## config.mk

```make
export PLATFORM = sky130hd
export DESIGN_NAME = module_bcd_7seg_scan
export DESIGN_NICKNAME = d
export VERILOG_FILES = /design/src/rtl/module_bcd_7seg_scan_pkg.sv /design/src/rtl/module_bcd_7seg_scan_seg7_decode.sv /design/src/rtl/module_bcd_7seg_scan.sv
export SDC_FILE = /design/constraint.sdc
export NUM_CORES = 1
export LEC_CHECK = 0
export CORE_UTILIZATION = 55
export DETAILED_ROUTE_END_ITERATION = 10
export DONT_BUFFER_PORTS = 1
export PLACE_DENSITY = 0.81
export SYNTH_ARGS = -nofsm -noshare
export SYNTH_HDL_FRONTEND = slang
export SYNTH_SLANG_ARGS = --single-unit
export TNS_END_PERCENT = 1
```

## constraint.sdc

```tcl
create_clock -name clk_i -period 7.8 [get_ports clk_i]
set_input_delay 1.56 -clock clk_i [delete_from_list [all_inputs] [get_ports clk_i]]
set_output_delay 1.56 -clock clk_i [all_outputs]
set_load 0.005 [all_outputs]
```

## src/rtl/module_bcd_7seg_scan_pkg.sv

```systemverilog
// ---------------------------------------------------------------------------
// module_bcd_7seg_scan_pkg
// Shared definitions for the 2-digit BCD 7-segment scanner:
//   - scan FSM state encoding (3-bit)
//   - active-high segment patterns {g,f,e,d,c,b,a} for 0-9 and the dash
//   - active-high anode / segment "off" constants and anode select codes
//   - polarity helpers used by the output stage
// ---------------------------------------------------------------------------
package module_bcd_7seg_scan_pkg;

    typedef enum logic [2:0] {
        ST_LOAD   = 3'd0,
        ST_SHOW_U = 3'd1,
        ST_GAP_U  = 3'd2,
        ST_SHOW_T = 3'd3,
        ST_GAP_T  = 3'd4
    } scan_state_t;

    // Active-high segment patterns, bit order {g,f,e,d,c,b,a}
    localparam logic [6:0] SEG_PAT_0    = 7'h3F;
    localparam logic [6:0] SEG_PAT_1    = 7'h06;
    localparam logic [6:0] SEG_PAT_2    = 7'h5B;
    localparam logic [6:0] SEG_PAT_3    = 7'h4F;
    localparam logic [6:0] SEG_PAT_4    = 7'h66;
    localparam logic [6:0] SEG_PAT_5    = 7'h6D;
    localparam logic [6:0] SEG_PAT_6    = 7'h7D;
    localparam logic [6:0] SEG_PAT_7    = 7'h07;
    localparam logic [6:0] SEG_PAT_8    = 7'h7F;
    localparam logic [6:0] SEG_PAT_9    = 7'h6F;
    localparam logic [6:0] SEG_PAT_DASH = 7'h40;

    // Active-high "nothing lit" values
    localparam logic [6:0] SEG_OFF  = 7'h00;
    localparam logic [1:0] AN_OFF   = 2'b00;

    // Active-high anode selects: bit 0 = units, bit 1 = tens
    localparam logic [1:0] AN_UNITS = 2'b01;
    localparam logic [1:0] AN_TENS  = 2'b10;

    function automatic logic [6:0] seg_polarity(input logic [6:0] pat, input bit act_low);
        return act_low ? ~pat : pat;
    endfunction

    function automatic logic [1:0] an_polarity(input logic [1:0] sel, input bit act_low);
        return act_low ? ~sel : sel;
    endfunction

endpackage

```

## src/rtl/module_bcd_7seg_scan_seg7_decode.sv

```systemverilog
// ---------------------------------------------------------------------------
// module_bcd_7seg_scan_seg7_decode
// Combinational BCD nibble to active-high 7-segment pattern.
// Ports:
//   nibble   in   4  BCD digit; values above 9 render as a dash
//   blank    in   1  forces all segments off regardless of nibble
//   pattern  out  7  {g,f,e,d,c,b,a}, active-high
// ---------------------------------------------------------------------------
module module_bcd_7seg_scan_seg7_decode
    import module_bcd_7seg_scan_pkg::*;
(
    input  logic [3:0] nibble,
    input  logic       blank,
    output logic [6:0] pattern
);

    logic [6:0] digit_pat;

    always_comb begin
        digit_pat = SEG_PAT_DASH;
        case (nibble)
            4'd0:    digit_pat = SEG_PAT_0;
            4'd1:    digit_pat = SEG_PAT_1;
            4'd2:    digit_pat = SEG_PAT_2;
            4'd3:    digit_pat = SEG_PAT_3;
            4'd4:    digit_pat = SEG_PAT_4;
            4'd5:    digit_pat = SEG_PAT_5;
            4'd6:    digit_pat = SEG_PAT_6;
            4'd7:    digit_pat = SEG_PAT_7;
            4'd8:    digit_pat = SEG_PAT_8;
            4'd9:    digit_pat = SEG_PAT_9;
            default: digit_pat = SEG_PAT_DASH;
        endcase
    end

    assign pattern = blank ? SEG_OFF : digit_pat;

endmodule

```

## src/rtl/module_bcd_7seg_scan.sv

```systemverilog
// ---------------------------------------------------------------------------
// module_bcd_7seg_scan
// Time-multiplexes a packed 2-digit BCD word onto a 2-digit common-anode
// 7-segment display with per-digit dead time and leading-zero blanking.
// The displayed value is captured once per frame so a digit pair never tears.
//
// Ports:
//   clk_i    in   1  clock, rising edge
//   rst_i    in   1  synchronous active-high reset
//   bcd_i    in   8  [7:4] tens, [3:0] units; captured only in LOAD
//   seg_o    out  7  {g,f,e,d,c,b,a}, registered, polarity per SEG_ACT_LOW
//   an_o     out  2  [0] units, [1] tens, registered, polarity per AN_ACT_LOW
//   frame_o  out  1  one-cycle pulse during the LOAD cycle
//
// state     | meaning
// ----------+-------------------------------------------------------------
// ST_LOAD   | 1 cycle: capture bcd_i into shadow, all anodes off
// ST_SHOW_U | DIV_COUNT cycles: units anode on, units pattern driven
// ST_GAP_U  | BLANK_CYCLES cycles: everything off (anti-ghosting)
// ST_SHOW_T | DIV_COUNT cycles: tens anode on, tens pattern (or blank)
// ST_GAP_T  | BLANK_CYCLES cycles: everything off, then back to LOAD
//
// The cycle right after reset is spent in ST_LOAD with all outputs idle and
// frame_o low; the first real LOAD (with the frame_o pulse) follows it, so
// every frame_o pulse marks a complete, well-timed frame.
// ---------------------------------------------------------------------------
module module_bcd_7seg_scan
    import module_bcd_7seg_scan_pkg::*;
#(
    parameter int unsigned DIV_COUNT    = 27000,
    parameter int unsigned BLANK_CYCLES = 64,
    parameter bit          SEG_ACT_LOW  = 1'b1,
    parameter bit          AN_ACT_LOW   = 1'b1,
    parameter bit          BLANK_LZ     = 1'b1
)
(
    input  logic       clk_i,
    input  logic       rst_i,
    input  logic [7:0] bcd_i,
    output logic [6:0] seg_o,
    output logic [1:0] an_o,
    output logic       frame_o
);

    localparam int unsigned MAX_CNT = (DIV_COUNT > BLANK_CYCLES) ? DIV_COUNT : BLANK_CYCLES;
    localparam int unsigned CNT_W   = (MAX_CNT > 1) ? $clog2(MAX_CNT) : 1;

    localparam logic [CNT_W-1:0] DIV_LAST   = CNT_W'(DIV_COUNT - 1);
    localparam logic [CNT_W-1:0] BLANK_LAST = CNT_W'(BLANK_CYCLES - 1);

    localparam logic [6:0] SEG_IDLE = seg_polarity(SEG_OFF, SEG_ACT_LOW);
    localparam logic [1:0] AN_IDLE  = an_polarity(AN_OFF, AN_ACT_LOW);

    scan_state_t      state;
    scan_state_t      state_nxt;
    logic [CNT_W-1:0] cnt;
    logic [7:0]       shadow;
    logic [7:0]       shadow_nxt;
    logic             load_armed;

    logic [3:0]       dec_nibble;
    logic             dec_blank;
    logic [6:0]       dec_pattern;
    logic [1:0]       an_sel;

    // Next-state logic; each timed state leaves on its terminal count.
    always_comb begin
        state_nxt = state;
        unique case (state)
            ST_LOAD:   state_nxt = load_armed ? ST_SHOW_U : ST_LOAD;
            ST_SHOW_U: if (cnt == DIV_LAST)   state_nxt = ST_GAP_U;
            ST_GAP_U:  if (cnt == BLANK_LAST) state_nxt = ST_SHOW_T;
            ST_SHOW_T: if (cnt == DIV_LAST)   state_nxt = ST_GAP_T;
            ST_GAP_T:  if (cnt == BLANK_LAST) state_nxt = ST_LOAD;
            default:   state_nxt = ST_LOAD;
        endcase
    end

    // The value used for decoding on the LOAD->SHOW_U edge is the one being
    // captured on that same edge, so the units digit appears without lag.
    assign shadow_nxt = (state == ST_LOAD) ? bcd_i : shadow;

    // Decoder input and anode select follow the state being entered, so the
    // registered outputs switch on the same edge as the state register.
    always_comb begin
        dec_nibble = shadow_nxt[3:0];
        dec_blank  = 1'b1;
        an_sel     = AN_OFF;
        unique case (state_nxt)
            ST_SHOW_U: begin
                dec_nibble = shadow_nxt[3:0];
                dec_blank  = 1'b0;
                an_sel     = AN_UNITS;
            end
            ST_SHOW_T: begin
                dec_nibble = shadow_nxt[7:4];
                dec_blank  = BLANK_LZ && (shadow_nxt[7:4] == 4'h0);
                an_sel     = AN_TENS;
            end
            default: begin
                dec_nibble = shadow_nxt[3:0];
                dec_blank  = 1'b1;
                an_sel     = AN_OFF;
            end
        endcase
    end

    module_bcd_7seg_scan_seg7_decode u_decode (
        .nibble  (dec_nibble),
        .blank   (dec_blank),
        .pattern (dec_pattern)
    );

    always_ff @(posedge clk_i) begin
        if (rst_i) begin
            state      <= ST_LOAD;
            cnt        <= '0;
            shadow     <= 8'h00;
            load_armed <= 1'b0;
            seg_o      <= SEG_IDLE;
            an_o       <= AN_IDLE;
            frame_o    <= 1'b0;
        end else begin
            state      <= state_nxt;
            shadow     <= shadow_nxt;
            load_armed <= 1'b1;
            // Clearing on every state change keeps cnt inside 0..N-1.
            if ((state_nxt != state) || (state_nxt == ST_LOAD)) begin
                cnt <= '0;
            end else begin
                cnt <= cnt + 1'b1;
            end
            seg_o   <= seg_polarity(dec_pattern, SEG_ACT_LOW);
            an_o    <= an_polarity(an_sel, AN_ACT_LOW);
            frame_o <= (state_nxt == ST_LOAD);
        end
    end

endmodule
```

==> metrics.txt, run 1 <==
total length of routed wires approximately 3800 µm; Slew headroom 27.5%; vias in the first global route about 1,400; Num CTS Buffers 5; Max Cap Viol 0; Clock Tree Root clkbuf_4; TritonRoute pass-1 iters 4; Die W ~61 µm; Layout Utilization about 60%; largest net degree at the start of global routing 18; post-route cell area 2020 µm²; critical path class flop to flop; commonest non-fill, non-tap cell in the layout nor2_1; Psw between 0.00009 and 0.0001 W; Worst Tran Pin Value 1.08 ns; share of cells above drive strength 1 9.87%; Fin. Hold Viols 0; Seq pwr share between 50 and 60%; skew final around 0.012 ns; final RePlAce weighted congestion between 0.9 and 1; Combinational Power Share between 10% and 20%; Worst Setup Start Kind flop; FP Rows 21; grt total ovfl 0; clk buf depth 2; Wirelength per Cell 14.0 µm; Post-Syn Area per Cell roughly 8.7 µm²; chip height 61.3 µm; max-slew violations 0; # fillers 314; Switching Fraction between 20% and 30%; core area 3360 µm²; clk slew on worst S/H paths 0.11 ns; first-pass GRT wire length between 6000 and 7000 µm; RSZ-0062 raised after global routing no; period utilization 40.2%; register area share after synthesis about two fifths; Post-synth EDFFs 0; Synth-to-Final Area Change 4.60%; Via density 5.90; Synth Instances about 220; CTS tree yes; worst reg-to-reg setup slack 4.67 ns; Area contributors post-synth dfxtp_1 (38%), nor2_1 (7.4%), mux2i_1 (4.7%); largest fanout on the critical path 9; Setup-failing EPs final 0; GR Util All Layers 22.3%; Iter 0 DRT Violations 76; antenna violations before repair 0; CTS sink cnt 37; Critical Path RT 8.08 ns; Yosys top cell by area dfxtp_1; vias post-DR 1,587; Initial Util 57.5%; Residual DRC 0; num ports 20; top-area cell type share of the netlist area 38.3%; prevailing post-synth register cell dfxtp_1; nets 239; synth unique cells 47; register bit count reported by yosys 37; Max H-tree Level 2; CP endpoint kind flop; post-route insts no fill 269; fmax 319 MHz; clock share of power a little under a third; placed insts 261; Net Count, Synth 240; setup repair bufs after CTS 0; Max VDD drop 0.108 mV; ANT cells 0; die footprint 3760 µm²; FFs w/ async S/R, synth 0%; setup TNS 0 ns; P per Cell Area 183 nW/µm²; most frequent cells in the layout nor2_1 (38), dfxtp_1 (37); HPWL Detailed 2670 µm; synth warn 0; fin crit period 3.13 ns; worst hold path type flop to flop; status complete, no violations; Worst-Skew Late Latency approximately 0.36 ns; Port Buffers 0; Crit path arrival time 3.41 ns; Seq. cell area roughly 740 µm²; CTS Hold Bufs 0; CTS resizes 0; ANT nets after route 0; Area after DPL 1950 µm²; Synth Cell Area about 1900 µm²; area of the multi-input gates 1120 µm²; cell internal pwr around 0.00027 W; static leakage between 0.7 and 0.8 nW; Hold WS 0.489 ns
metal layers:
metal  wire length (µm)  part of all wire, %  track usage (%)  vias to the layer above
li1                   -                    -                -                      793
met1               1820                   48             30.3                      741
met2               1620                   43             32.8                       47
met3                252                  6.7             6.93                        6
met4                 62                  1.7             9.09                        0
met5                  0                    0                0                        -
cell families (layout without fill, tap and decap cells):
family                   Yosys count  in the layout  share of synthesized area (%)
AO/OA/AOI/OAI                     41             41                           16.1
AND/OR/NAND/NOR                   98             98                           25.8
adder cells (fa/ha/maj)            7              7                           4.53
XOR/XNOR                          13             13                           5.89
multiplexers                      11             11                           5.83
buffers and inverters             16             16                           3.56
flip-flops                        37             37                           38.3
through the flow:
stage / total power, W / setup slack [ns]
final: 0.000369 / 4.67
after global placement: 0.000256 / 4.79
after floorplan: 0.000249 / 4.93
after detailed placement: 0.000256 / 4.73
after global routing: 0.000385 / 4.43
after CTS: 0.000370 / 4.69
area by class of cell:
cell class                 instances  share of cell area, %
inverter                           8                   1.49
clock buffer                       7                   3.22
clock inverter                     1                  0.248
sequential                        37                   36.6
multi-input combinational        170                   55.6
tap                               46                   2.85
cell usage after synthesis, types with 2 or more instances:
master,count
or2_2,2
inv_1,8
clkbuf_1,6
o21ai_0,8
dfxtp_1,37
nor3_1,4
nor4_1,4
nor2b_1,3
a22oi_1,3
nor2_1,38
a21oi_1,9
xnor2_1,7
and3_2,2
ha_1,7
nand2_1,9
mux2i_1,9
and3_1,5
nand3_1,9
o221ai_1,2
or3_1,3
mux2_2,2
a32oi_1,5
a21boi_0,2
nand4_1,6
nand2b_1,6
xor2_1,6
worst paths after layout:
kind | startpoint | to | depth (start not counted)
min | shadow[1]$_SDFF_PP0_ | shadow[1]$_SDFF_PP0_ | 2
min reg2reg | shadow[1]$_SDFF_PP0_ | shadow[1]$_SDFF_PP0_ | 2
max | cnt[12]$_SDFF_PP0_ | seg_o[5]$_SDFF_PP1_ | 10
max reg2reg | cnt[12]$_SDFF_PP0_ | seg_o[5]$_SDFF_PP1_ | 10
flip-flops by register name, indices dropped and copies added (netlist names):
signal / flops
frame_o: 1
cnt: 15
load_armed: 1
state: 3
an_o: 2
seg_o: 7
shadow: 8
worst max-delay path, cell delays in order (launching register included):
cell and delay, ns:
dfxtp_1 0.36, or4_4 0.56, o41ai_4 0.39, nor2_2 0.13
or3_1 0.40, and3_1 0.31, ha_1 0.25, nand2b_1 0.14
a211oi_1 0.27, nor2_1 0.07, a32oi_1 0.19
power groups by stage:
stage | combinational [W] | sequential [W] | clock, W
2_1_floorplan | 0.0000429 | 0.000206 | 0
3_3_place_gp | 0.0000477 | 0.000208 | 0
3_5_place_dp | 0.0000480 | 0.000208 | 0
4_1_cts | 0.0000482 | 0.000204 | 0.000118
5_1_grt | 0.0000546 | 0.000205 | 0.000125
6_report | 0.0000490 | 0.000204 | 0.000117
Power figures use the tool's default switching activity.
==> run 2: changes to the inputs <==
- clock period: 7.8 -> 3.3 ns (I/O delays scaled with it)
==> run 2 against run 1 <==
Fmax up 1.5%. Flip-flop and latch count unchanged. Clock-buffer cell count down 2. Worst hold slack worse by 0.13 ns. Sequential power up 140%. First-iteration DRC count up 7.9%. Global-route usage up 1.1 points. Cell count up 0.74%. Combinational power up 150%. Sequential share of layout area down 0.93 points. Largest power group unchanged.
==> metrics.txt, run 2 (same netlist as run 1, synthesis figures left out) <==
ANT nets after route 0; largest net degree at the start of global routing 17; GR Util All Layers 23.4%; worst reg-to-reg setup slack 0.21 ns; antenna violations before repair 0; delay of the slowest critical-path stage 0.56 ns; Critical Path RT 3.53 ns; total power draw 0.000989 W; ANT cells 0; status complete, no violations; Die W 61.3 µm; setup repair bufs after CTS 0; critical path class flop to flop; crit-path cells or4_4 -> o41ai_4 -> nor2_2 -> or3_1 -> and3_1 -> ha_1 -> a21oi_1 -> o21ai_0 -> a32oi_1 -> a22oi_1; grt total ovfl 0; FP Rows 21; Port Buffers 0; RSZ-0062 raised after global routing no; clk slew on worst S/H paths about 0.11 ns; fin crit period 3.09 ns; fmax 324 MHz; CTS Hold Bufs 0; setup TNS 0 ns; CTS sink cnt 37; period utilization just over 90%; core area 3360 µm²; chip height 61.3 µm; static leakage roughly 0.79 nW; Setup-failing EPs final 0; share of cells above drive strength 1 between 10 and 15%; # fillers 315; Residual DRC 0; largest fanout on the critical path 9; Largest regs cnt (15), shadow (8), seg_o (7); Worst Setup Start Kind flop; most frequent cells in the layout nor2_1 (38), dfxtp_1 (37); Reg with most FFs cnt; commonest non-fill, non-tap cell in the layout nor2_1; final RePlAce weighted congestion 0.921; Max H-tree Level 2; nets around 240; Clock Tree Root clkbuf_4; first-pass GRT wire length 6310 µm; Via density between 5 and 6; Fin. Hold Viols 0; CP endpoint kind flop; CTS tree yes; Synth-to-Final Area Change 7.31%; TritonRoute pass-1 iters 4; Worst Tran Pin Value 0.718 ns; Max Cap Viol 0; Max VDD drop 0.331 mV; worst hold path type input port to flop; max-slew violations 0; Slew headroom 50.7%; max FFs per register 15; Layout Utilization roughly 62%; HPWL Detailed 2710 µm; clk buf depth 2; Worst-Skew Late Latency 0.35 ns; vias post-DR between 1,500 and 2,000; die footprint ~3800 µm²; slowest CP cell or4_4; P per Cell Area 477 nW/µm²; CTS resizes 0; skew final 0.00253 ns; Num CTS Buffers 5; Wirelength per Cell 14.1 µm; vias in the first global route around 1,400; Initial Util 57.5%; Crit path arrival time 3.32 ns; total length of routed wires around 3800 µm; Iter 0 DRT Violations between 80 and 90; num ports 20
-- run 2: metrics by stage --
stage / hold slack [ns] / setup slack [ns] / std cells / instance area [µm²]
after detailed placement: 0.470 / 0.252 / 263 / 1970
after global routing: 0.328 / 0.0133 / 271 / 2070
after floorplan: 0.444 / 0.433 / 223 / 1930
final: 0.362 / 0.214 / 271 / 2070
after CTS: 0.349 / 0.233 / 271 / 2070
after global placement: 0.462 / 0.301 / 263 / 1970
-- run 2: power by group --
part	internal, W	switching (W)	total [W]	leakage (nW)
combinational	0.0000524	0.0000691	0.000122	0.430
clock	0.000234	0.000151	0.000386	0.0552
sequential	0.000467	0.0000142	0.000482	0.303
total	0.000754	0.000235	0.000989	0.788
-- run 2: worst paths after layout --
check / depth (start not counted) / to / start
max: 10 / seg_o[3]$_SDFF_PP1_ / cnt[12]$_SDFF_PP0_
min: 1 / shadow[1]$_SDFF_PP0_ / rst_i
max reg2reg: 10 / seg_o[3]$_SDFF_PP1_ / cnt[12]$_SDFF_PP0_
min reg2reg: 2 / shadow[1]$_SDFF_PP0_ / shadow[1]$_SDFF_PP0_
-- run 2: critical path: cells and delay by family (launching register included) --
kind	cells	cell delay (ns)
and+or+nand+nor	4	1.40
AOI/OAI and AO/OA	5	0.96
DFF	1	0.35
adders and majority gates	1	0.25
-- run 2: area by class of cell --
cell class                      instances  area [µm²]  area share (%)
Clock buffer                            5        37.5            1.81
Tap cell                               46        57.6            2.77
Multi-Input combinational cell        170        1130            54.4
Clock inverter                          3        65.1            3.14
Timing Repair Buffer                    2        15.0           0.724
Inverter                                8        30.0            1.45
Sequential cell                        37         741            35.7
-- run 2: layer usage --
| metal | track usage [%] | wire [µm] |
|---|---|---|
| met5 | 0 | 0 |
| met4 | 11.0 | 83 |
| met3 | 6.72 | 213 |
| met2 | 32.1 | 1640 |
| met1 | 33.6 | 1880 |
==> run 3: changes to the inputs <==
- CORE_UTILIZATION: 55 -> 24
- PLACE_DENSITY: 0.81 -> 0.48
==> run 3 against run 2 <==
Fmax rose by 1.0%. First-iteration DRC count grew 13%. Clock skew increased by 0.0015 ns. Flip-flop and latch count unchanged. Cell count up 22%. Setup slack gained 0.031 ns. Clock-buffer cell count increased by 1. Cell area rose by 5.5%.
==> metrics.txt, run 3 (same netlist as run 1, synthesis figures left out) <==
Die W 91.7 µm; cell internal pwr 0.000769 W; static leakage 0.799 nW; Psw approximately 0.00025 W; Slew headroom a little over three fifths; # fillers 855; critical path class flop to flop; clk buf depth 2; Clock Tree Root clkbuf_8; vias post-DR 1,567; FP Rows 32; die footprint 8420 µm²; clk slew on worst S/H paths around 0.080 ns; Largest regs cnt (15), shadow (8), seg_o (7); Iter 0 DRT Violations 93; max FFs per register 15; CP endpoint kind flop; skew final approximately 0.0040 ns; Switching Fraction around a quarter; chip height 91.7 µm; Fin. Hold Viols 0; share of cells above drive strength 1 between 10% and 20%; num ports 20; setup ws final 0.245 ns; vias in the first global route 1,515; commonest non-fill, non-tap cell in the layout nor2_1; GR Util All Layers 10.7%; most frequent cells in the layout nor2_1 (38), dfxtp_1 (37), nand3_1 (9), nand2_1 (9), a21oi_1 (9); HPWL Detailed 3220 µm; status complete, no violations; CTS sink cnt 37; period utilization 92.6%; fin crit period 3.06 ns; total power draw just over 0.001 W; first-pass GRT wire length between 7000 and 8000 µm; Max VDD drop 0.229 mV; antenna violations before repair 0; Port Buffers 0; ANT cells 0; Num CTS Buffers 5; fmax between 300 and 400 MHz; Residual DRC 0; max-slew violations 0; Worst Setup Start Kind flop; setup TNS 0 ns; Synth-to-Final Area Change 13.3%; ANT nets after route 0; Reg with most FFs cnt; WHS Path Cells 1; largest fanout on the critical path 9; Max H-tree Level 2; Initial Util 24.9%; clock share of power 40.5%; FF-to-FF path depth 10; DP Worst Slack 0.233 ns; worst reg-to-reg setup slack 0.24 ns; Combinational Power Share 12.2%; P per Cell Area around 470 nW/µm²; Via density 4.75; final RePlAce weighted congestion 0.804; Wirelength per Cell 13.1 µm; core area ~7800 µm²; TritonRoute pass-1 iters 4; Seq pwr share 47.3%; Worst Tran Pin Value 0.548 ns; worst hold path type input port to flop; CTS Hold Bufs 0; RSZ-0062 raised after global routing no; Setup-failing EPs final 0; largest net degree at the start of global routing 16; Critical Path RT roughly 3.5 ns; nets 244; Worst-Skew Late Latency between 0.2 and 0.3 ns; grt total ovfl 0; Max Cap Viol 0; total length of routed wires 4330 µm; CTS tree yes; Crit path arrival time ~3.3 ns
==> run 3: cell type report <==
cell class / instances / area, µm² / share of cell area [%]
clock buffers: 6 / 82.6 / 3.77
multi-input cells: 170 / 1130 / 51.8
clock inverters: 2 / 37.5 / 1.71
repair buffers: 5 / 37.5 / 1.71
flip-flops and latches: 37 / 741 / 33.8
inverters: 8 / 30.0 / 1.37
well taps: 102 / 128 / 5.83
==> run 3: timing repair <==
action                                  4_1_cts  5_1_grt
resized for setup                             0        3
buffers inserted                              0        0
endpoints found under the setup margin        0        3
==> run 3: final timing paths <==
path | from | to
worst max-delay path | cnt[12]$_SDFF_PP0_ | seg_o[5]$_SDFF_PP1_
worst min-delay path | rst_i | state[2]$_SDFF_PP0_
worst max register to register | cnt[12]$_SDFF_PP0_ | seg_o[5]$_SDFF_PP1_
worst min register to register | shadow[1]$_SDFF_PP0_ | shadow[1]$_SDFF_PP0_
==> run 3: power by group through the flow <==
stage               sequential, W  combinational (W)  clock, W
finish                   0.000483           0.000124  0.000413
global route             0.000486           0.000141  0.000443
CTS                      0.000483           0.000124  0.000425
detailed placement       0.000493           0.000123         0
global placement         0.000493           0.000125         0
floorplan                0.000486           0.000101         0
==> run 3: worst max-delay path, cell delays in order (launching register included) <==
cell	delay, ns
dfxtp_1	0.34
or4_4	0.56
o41ai_4	0.40
nor2_2	0.14
or3_1	0.41
and3_2	0.30
ha_1	0.22
nand2b_1	0.14
a211oi_1	0.22
nor2_1	0.06
a32oi_1	0.18
==> run 3: routing by layer <==
layer	share of wire (%)	wire length [µm]	global-route usage [%]	up-vias
met5	0	0	0	-
met4	1.1	49	3.39	0
met3	3.8	163	3.32	4
met2	43	1860	16.0	29
met1	52	2260	14.7	730
li1	-	-	-	804
==> run 3: metrics by stage <==
stage / cells / hold WS, ns / cell area [µm²] / util (%)
finish: 330 / 0.431 / 2190 / 28.2
global route: 330 / 0.424 / 2190 / 28.2
CTS: 330 / 0.424 / 2180 / 28.1
detailed placement: 322 / 0.467 / 2060 / 26.5
global placement: 322 / 0.461 / 2060 / 26.5
floorplan: 223 / 0.444 / 1930 / -
==> patch 1: new RTL, settings of run 3 <==
`DIV_COUNT`: 27000 -> 6750.
--- a/src/rtl/module_bcd_7seg_scan.sv
+++ b/src/rtl/module_bcd_7seg_scan.sv
@@ -27,7 +27,7 @@
 module module_bcd_7seg_scan
     import module_bcd_7seg_scan_pkg::*;
 #(
-    parameter int unsigned DIV_COUNT    = 27000,
+    parameter int unsigned DIV_COUNT    = 6750,
     parameter int unsigned BLANK_CYCLES = 64,
     parameter bit          SEG_ACT_LOW  = 1'b1,
     parameter bit          AN_ACT_LOW   = 1'b1,
Check against the original RTL: same outputs for any inputs over 10 cycles, from zero or initial values and one cycle with rst_i high; that may be too few to reach the edited logic, so the function may still have changed.
==> patch 1 against run 3 <==
  * Sequential cell count shrank 2
  * Synthesized area shrank 9.3%
  * Utilization up 1.2 points
  * Routed wire length shrank 11%
  * Sequential share of layout area grew 0.53 points
  * Synthesized cell count decreased by 7.6%
  * Worst setup slack worse by 6.9 ps
  * Combinational power down 7%
  * Clock power about the same
  * Total power fell by 3.3%
  * Design area shrank 6.9%
  * Hold slack got worse by 15 ps
==> patch 1: results (changes against run 3) <==
status:
  status: "completed"  # unchanged
drt:
  drt_iter0_drc: 52  # was 93
  wl_met2_um: 1560  # was 1860 µm
  routed_wl_um: 3850  # was 4330 µm
  met3_wirelength_um: 172  # was 163 µm
  drc_errors: 0  # unchanged
  met1_length_um: 2020  # was 2260 µm
logic_synthesis:
  synth.area.top_cells: "dfxtp_1 (40%), nor2_1 (8.3%), mux2i_1 (5.1%), ha_1 (5.0%), nand2_1 (4.7%)"  # was dfxtp_1 (38%), nor2_1 (7.4%), mux2i_1 (4.7%), ha_1 (4.5%), xnor2_1 (3.2%)
  ys_warn_count: 0  # unchanged
  avgSynthCellArea_um2: 8.52  # was 8.67 µm²
  syn_nets: 223  # was 240
  seq_area_frac_synth_pct: 39.9  # was 38.3%
  yosys-top-cells-count: "nor2_1 (39), dfxtp_1 (35), nand2_1 (22)"  # was nor2_1 (38), dfxtp_1 (37)
  synth_area_mm2: 0.00175  # was 0.00193 mm²
  yosys.cell_types.count: 43  # was 47
cells_and_area:
  nets: 230  # was 244
  drive_above_1_share_pct: 14.0  # was 13.2%
  largestRegisters: "cnt (13), shadow (8), seg_o (7)"  # was cnt (15), shadow (8), seg_o (7)
power_and_ir_drop:
  netSwitchingFraction_pct: 25.7  # was 24.7%
  clock_power_share_pct: 41.9  # was 40.5%
  p_int_w: 0.000734  # was 0.000769 W
  p_leak_nw: 0.737  # was 0.799 nW
  power_frac_comb_pct: 11.7  # was 12.2%
  ir_drop_uv: 190  # was 229 µV
global_routing:
  grt_pass1_wl_um: 6250  # was 7200 µm
  grt_pass1_vias: 1248  # was 1515
  met1_usage_pct: 15.4  # was 14.7%
  gr-usage-met3_pct: 3.41  # was 3.32%
  grt_use_met2_pct: 14.3  # was 16.0%
  grt_usage_pct: 10.9  # was 10.7%
  grt_start_max_net_pins: 14  # was 16
placement:
  dpl.hpwl_um: 2810  # was 3220 µm
  placed_cell_area_mm2: 0.00189  # was 0.00206 mm²
  numPlacedInstances: 302  # was 322
  gp_congestion: 0.764  # was 0.804
  preCtsSetupSlack_ps: 192  # was 233 ps
critical_path:
  cpPeakStageDelay_ps: 530  # was 560 ps
  cp_data_arrival_time_ps: 3300  # was 3270 ps
  crit_fanout: 5  # was 9
  cpLargestDelayFamily: "simple AND/OR/NAND/NOR gates"  # unchanged
timing:
  finClkSkew_ps: 12.8  # was 4.00 ps
  slew_headroom_pct: 63.1  # about the same
clock_tree:
  ctsResizeCount: 0  # unchanged
-- patch 1: worst paths after layout --
kind,from,to,slack [ps],cells after the start
setup / recovery,cnt[9]$_SDFF_PP0_,seg_o[4]$_SDFF_PP1_,240,11
hold / removal,rst_i,shadow[4]$_SDFF_PP0_,420,1
setup reg to reg,cnt[9]$_SDFF_PP0_,seg_o[4]$_SDFF_PP1_,240,11
hold reg to reg,cnt[0]$_SDFF_PP0_,cnt[0]$_SDFF_PP0_,460,1
-- patch 1: cell type report --
class	count	area [µm²]
Timing Repair Buffer	6	45.0
Fill cell	759	4900
Clock buffer	6	82.6
Multi-Input combinational cell	160	1040
Sequential cell	35	701
Tap cell	96	120
Clock inverter	2	35.0
Inverter	5	18.8
-- patch 1: logic make-up after synthesis --
kind of cell / count (synthesis) / share of synthesized area, %
xor+xnor: 11 / 5.49
buf+inv: 11 / 2.85
mux: 11 / 6.56
simple gates: 109 / 32.5
compound gates: 22 / 7.70
flops: 35 / 39.9
fa+ha+maj: 7 / 4.99
==> patch 2: new RTL, config.mk and constraints of run 3 <==
Without the edit above. Register the output `an_o` once more, cleared by the reset; this adds one clock of latency there. The other outputs are not delayed to match. Comments in the files are not updated.
--- a/src/rtl/module_bcd_7seg_scan.sv
+++ b/src/rtl/module_bcd_7seg_scan.sv
@@ -50,6 +50,8 @@
 
     localparam logic [6:0] SEG_IDLE = seg_polarity(SEG_OFF, SEG_ACT_LOW);
     localparam logic [1:0] AN_IDLE  = an_polarity(AN_OFF, AN_ACT_LOW);
+
+    logic [1:0] an_s0;
 
     scan_state_t      state;
     scan_state_t      state_nxt;
@@ -118,7 +120,7 @@
             shadow     <= 8'h00;
             load_armed <= 1'b0;
             seg_o      <= SEG_IDLE;
-            an_o       <= AN_IDLE;
+            an_s0      <= AN_IDLE;
             frame_o    <= 1'b0;
         end else begin
             state      <= state_nxt;
@@ -131,9 +133,17 @@
                 cnt <= cnt + 1'b1;
             end
             seg_o   <= seg_polarity(dec_pattern, SEG_ACT_LOW);
-            an_o    <= an_polarity(an_sel, AN_ACT_LOW);
+            an_s0   <= an_polarity(an_sel, AN_ACT_LOW);
             frame_o <= (state_nxt == ST_LOAD);
         end
     end
 
+    always_ff @(posedge clk_i) begin
+        if (rst_i) begin
+            an_o <= '0;
+        end else begin
+            an_o <= an_s0;
+        end
+    end
+
 endmodule
Check against the original RTL: not equivalent (Yosys sat finds a counterexample within 4 cycles, from zero or initial values and one cycle with rst_i high).
==> patch 2 against run 3 <==
  * Design area decreased by 1.7%
  * Sequential power increased by 4.8%
  * Total power decreased by 3.0%
  * Clock skew increased by 5.5 ps
  * Worst setup slack improved by 4.6 ps
  * Routed wire length decreased by 3.2%
  * Maximum frequency increased by 0.15%
  * Synthesized area increased by 0.97%
  * Sequential cell count increased by 2
  * Critical path type unchanged
  * Critical endpoint is now seg_o[4]$_SDFF_PP1_
==> patch 2: results (changes against run 3) <==
logic_synthesis:
  ys_async_sr_fraction_pct: 0  # unchanged
  ys_warn_count: 0  # unchanged
  yosys.cell_types.count: 43  # was 47
  seq_area_frac_synth_pct: 40.0  # was 38.3%
  yosys-top-cells-count: "dfxtp_1 (39), nor2_1 (38), nand2_1 (21)"  # was nor2_1 (38), dfxtp_1 (37)
  synth.area.top_cells: "dfxtp_1 (40%), nor2_1 (7.3%), mux2i_1 (5.1%), ha_1 (4.5%), nand2_1 (4.0%)"  # was dfxtp_1 (38%), nor2_1 (7.4%), mux2i_1 (4.7%), ha_1 (4.5%), xnor2_1 (3.2%)
  avgSynthCellArea_um2: 8.79  # was 8.67 µm²
power_and_ir_drop:
  netSwitchingFraction_pct: 25.8  # was 24.7%
  p_leak_nw: 0.853  # was 0.799 nW
  ir_drop_uv: 143  # was 229 µV
clock_tree:
  clock_path_buffers: 2  # unchanged
  ctsResizeCount: 0  # unchanged
  numCtsBuffers: 5  # unchanged
  clkSlewWorstSetupHoldPaths_ps: 80  # about the same
  postCtsSetupRepairBufs: 0  # unchanged
  clk_root_buffer_cell: "clkbuf_8"  # unchanged
  insertion_delay_ps: 290  # about the same
  h-tree-depth: 2  # unchanged
drt:
  drtPass1Iterations: 4  # unchanged
  drc_errors: 0  # unchanged
  vias: 1507  # was 1567
  wire_per_inst_um: 12.8  # was 13.1 µm
  drt_iter0_drc: 85  # was 93
  routed_wl_um: 4190  # was 4330 µm
timing:
  finClkSkew_ps: 9.50  # was 4.00 ps
  tightest_slew_ps: 808  # was 548 ps
critical_path:
  cpLargestDelayFamily: "simple AND/OR/NAND/NOR gates"  # unchanged
  crit_path_top_delay_cell: "or4_4"  # unchanged
  cp_data_arrival_time_ps: 3240  # was 3270 ps
  cpPeakStageDelay_ps: 580  # was 560 ps
  crit_fanout: 5  # was 9
worst_hold_path:
  min_path_type: "in -> reg"  # unchanged
placement:
  numPlacedInstances: 319  # was 322
  preCtsSetupSlack_ps: 263  # was 233 ps
  portBuffers: 0  # unchanged
  placed_cell_area_mm2: 0.00205  # was 0.00206 mm²
  dpl.hpwl_um: 3090  # was 3220 µm
  gp_congestion: 0.838  # was 0.804
cells_and_area:
  nFillCells: 858  # was 855
  n_antenna_cell: 0  # unchanged
  nets: 241  # was 244
  largestRegisters: "cnt (15), shadow (8), seg_o (7)"  # unchanged
  drive_above_1_share_pct: 8.89  # was 13.2%
global_routing:
  antenna_found_initial: 0  # unchanged
  grt_pass1_wl_um: 7180  # was 7200 µm
  grt_pass1_vias: 1434  # was 1515
  grt_start_max_net_pins: 17  # was 16
  grt_usage_pct: 10.7  # about the same
status:
  status: "completed"  # unchanged
-- patch 2: worst paths after layout --
kind	startpoint	end	slack, ps	cells after the start
min reg2reg	an_s0[0]$_SDFF_PP1_	an_o[0]$_SDFF_PP0_	440	1
min	rst_i	load_armed$_DFF_P_	420	1
max	cnt[12]$_SDFF_PP0_	seg_o[4]$_SDFF_PP1_	250	10
max reg2reg	cnt[12]$_SDFF_PP0_	seg_o[4]$_SDFF_PP1_	250	10
-- patch 2: worst register-to-register path: stages, from the launching register on --
cell	delay, ps
dfxtp_1	340
or4_4	580
nor4_4	380
o21a_1	330
mux2_2	410
inv_1	80
ha_1	180
nor2_1	60
nor3_1	200
a31oi_1	60
a211o_1	320
-- patch 2: metal layers --
layer / GRT usage [%] / up-vias / routed length (µm)
met5: 0 / - / 0
met4: 4.69 / 0 / 78
met3: 3.15 / 6 / 220
met2: 16.0 / 26 / 1830
met1: 14.1 / 706 / 2070
li1: - / 769 / -
-- patch 2: through the flow --
step / utilization, % / power, W / hold slack (ps)
floorplan: - / 0.000615 / 414
global placement: 26.3 / 0.000645 / 419
detailed placement: 26.3 / 0.000643 / 427
CTS: 27.6 / 0.00100 / 410
global route: 27.6 / 0.00105 / 403
finish: 27.6 / 0.000991 / 421
-- patch 2: kinds of logic (layout without fill, tap and decap cells) --
| group | count (synthesis) | after routing | share of synthesized area (%) |
|---|---|---|---|
| adders and majority gates | 7 | 7 | 4.49 |
| buffers and inverters | 14 | 17 | 3.46 |
| muxes | 16 | 16 | 8.97 |
| DFF | 39 | 39 | 40.0 |
| and+or+nand+nor | 99 | 99 | 26.2 |
| xor gates and xnor gates | 14 | 14 | 6.28 |
| AOI/OAI and AO/OA | 33 | 33 | 10.6 |
-- patch 2: area by class of cell --
cell class              instances  area share, %
multi-input cells             169           51.2
flip-flops and latches         39           36.3
well taps                     102           5.93
clock buffers                   8           4.65
inverters                       7           1.22
repair buffers                  2          0.697
-- patch 2: power groups by stage --
stage / clock network (W) / logic, W / registers [W]
after floorplan: 0 / 0.000101 / 0.000514
after global placement: 0 / 0.000127 / 0.000518
after detailed placement: 0 / 0.000126 / 0.000517
after CTS: 0.000369 / 0.000127 / 0.000507
after global routing: 0.000399 / 0.000144 / 0.000509
final: 0.000358 / 0.000126 / 0.000506
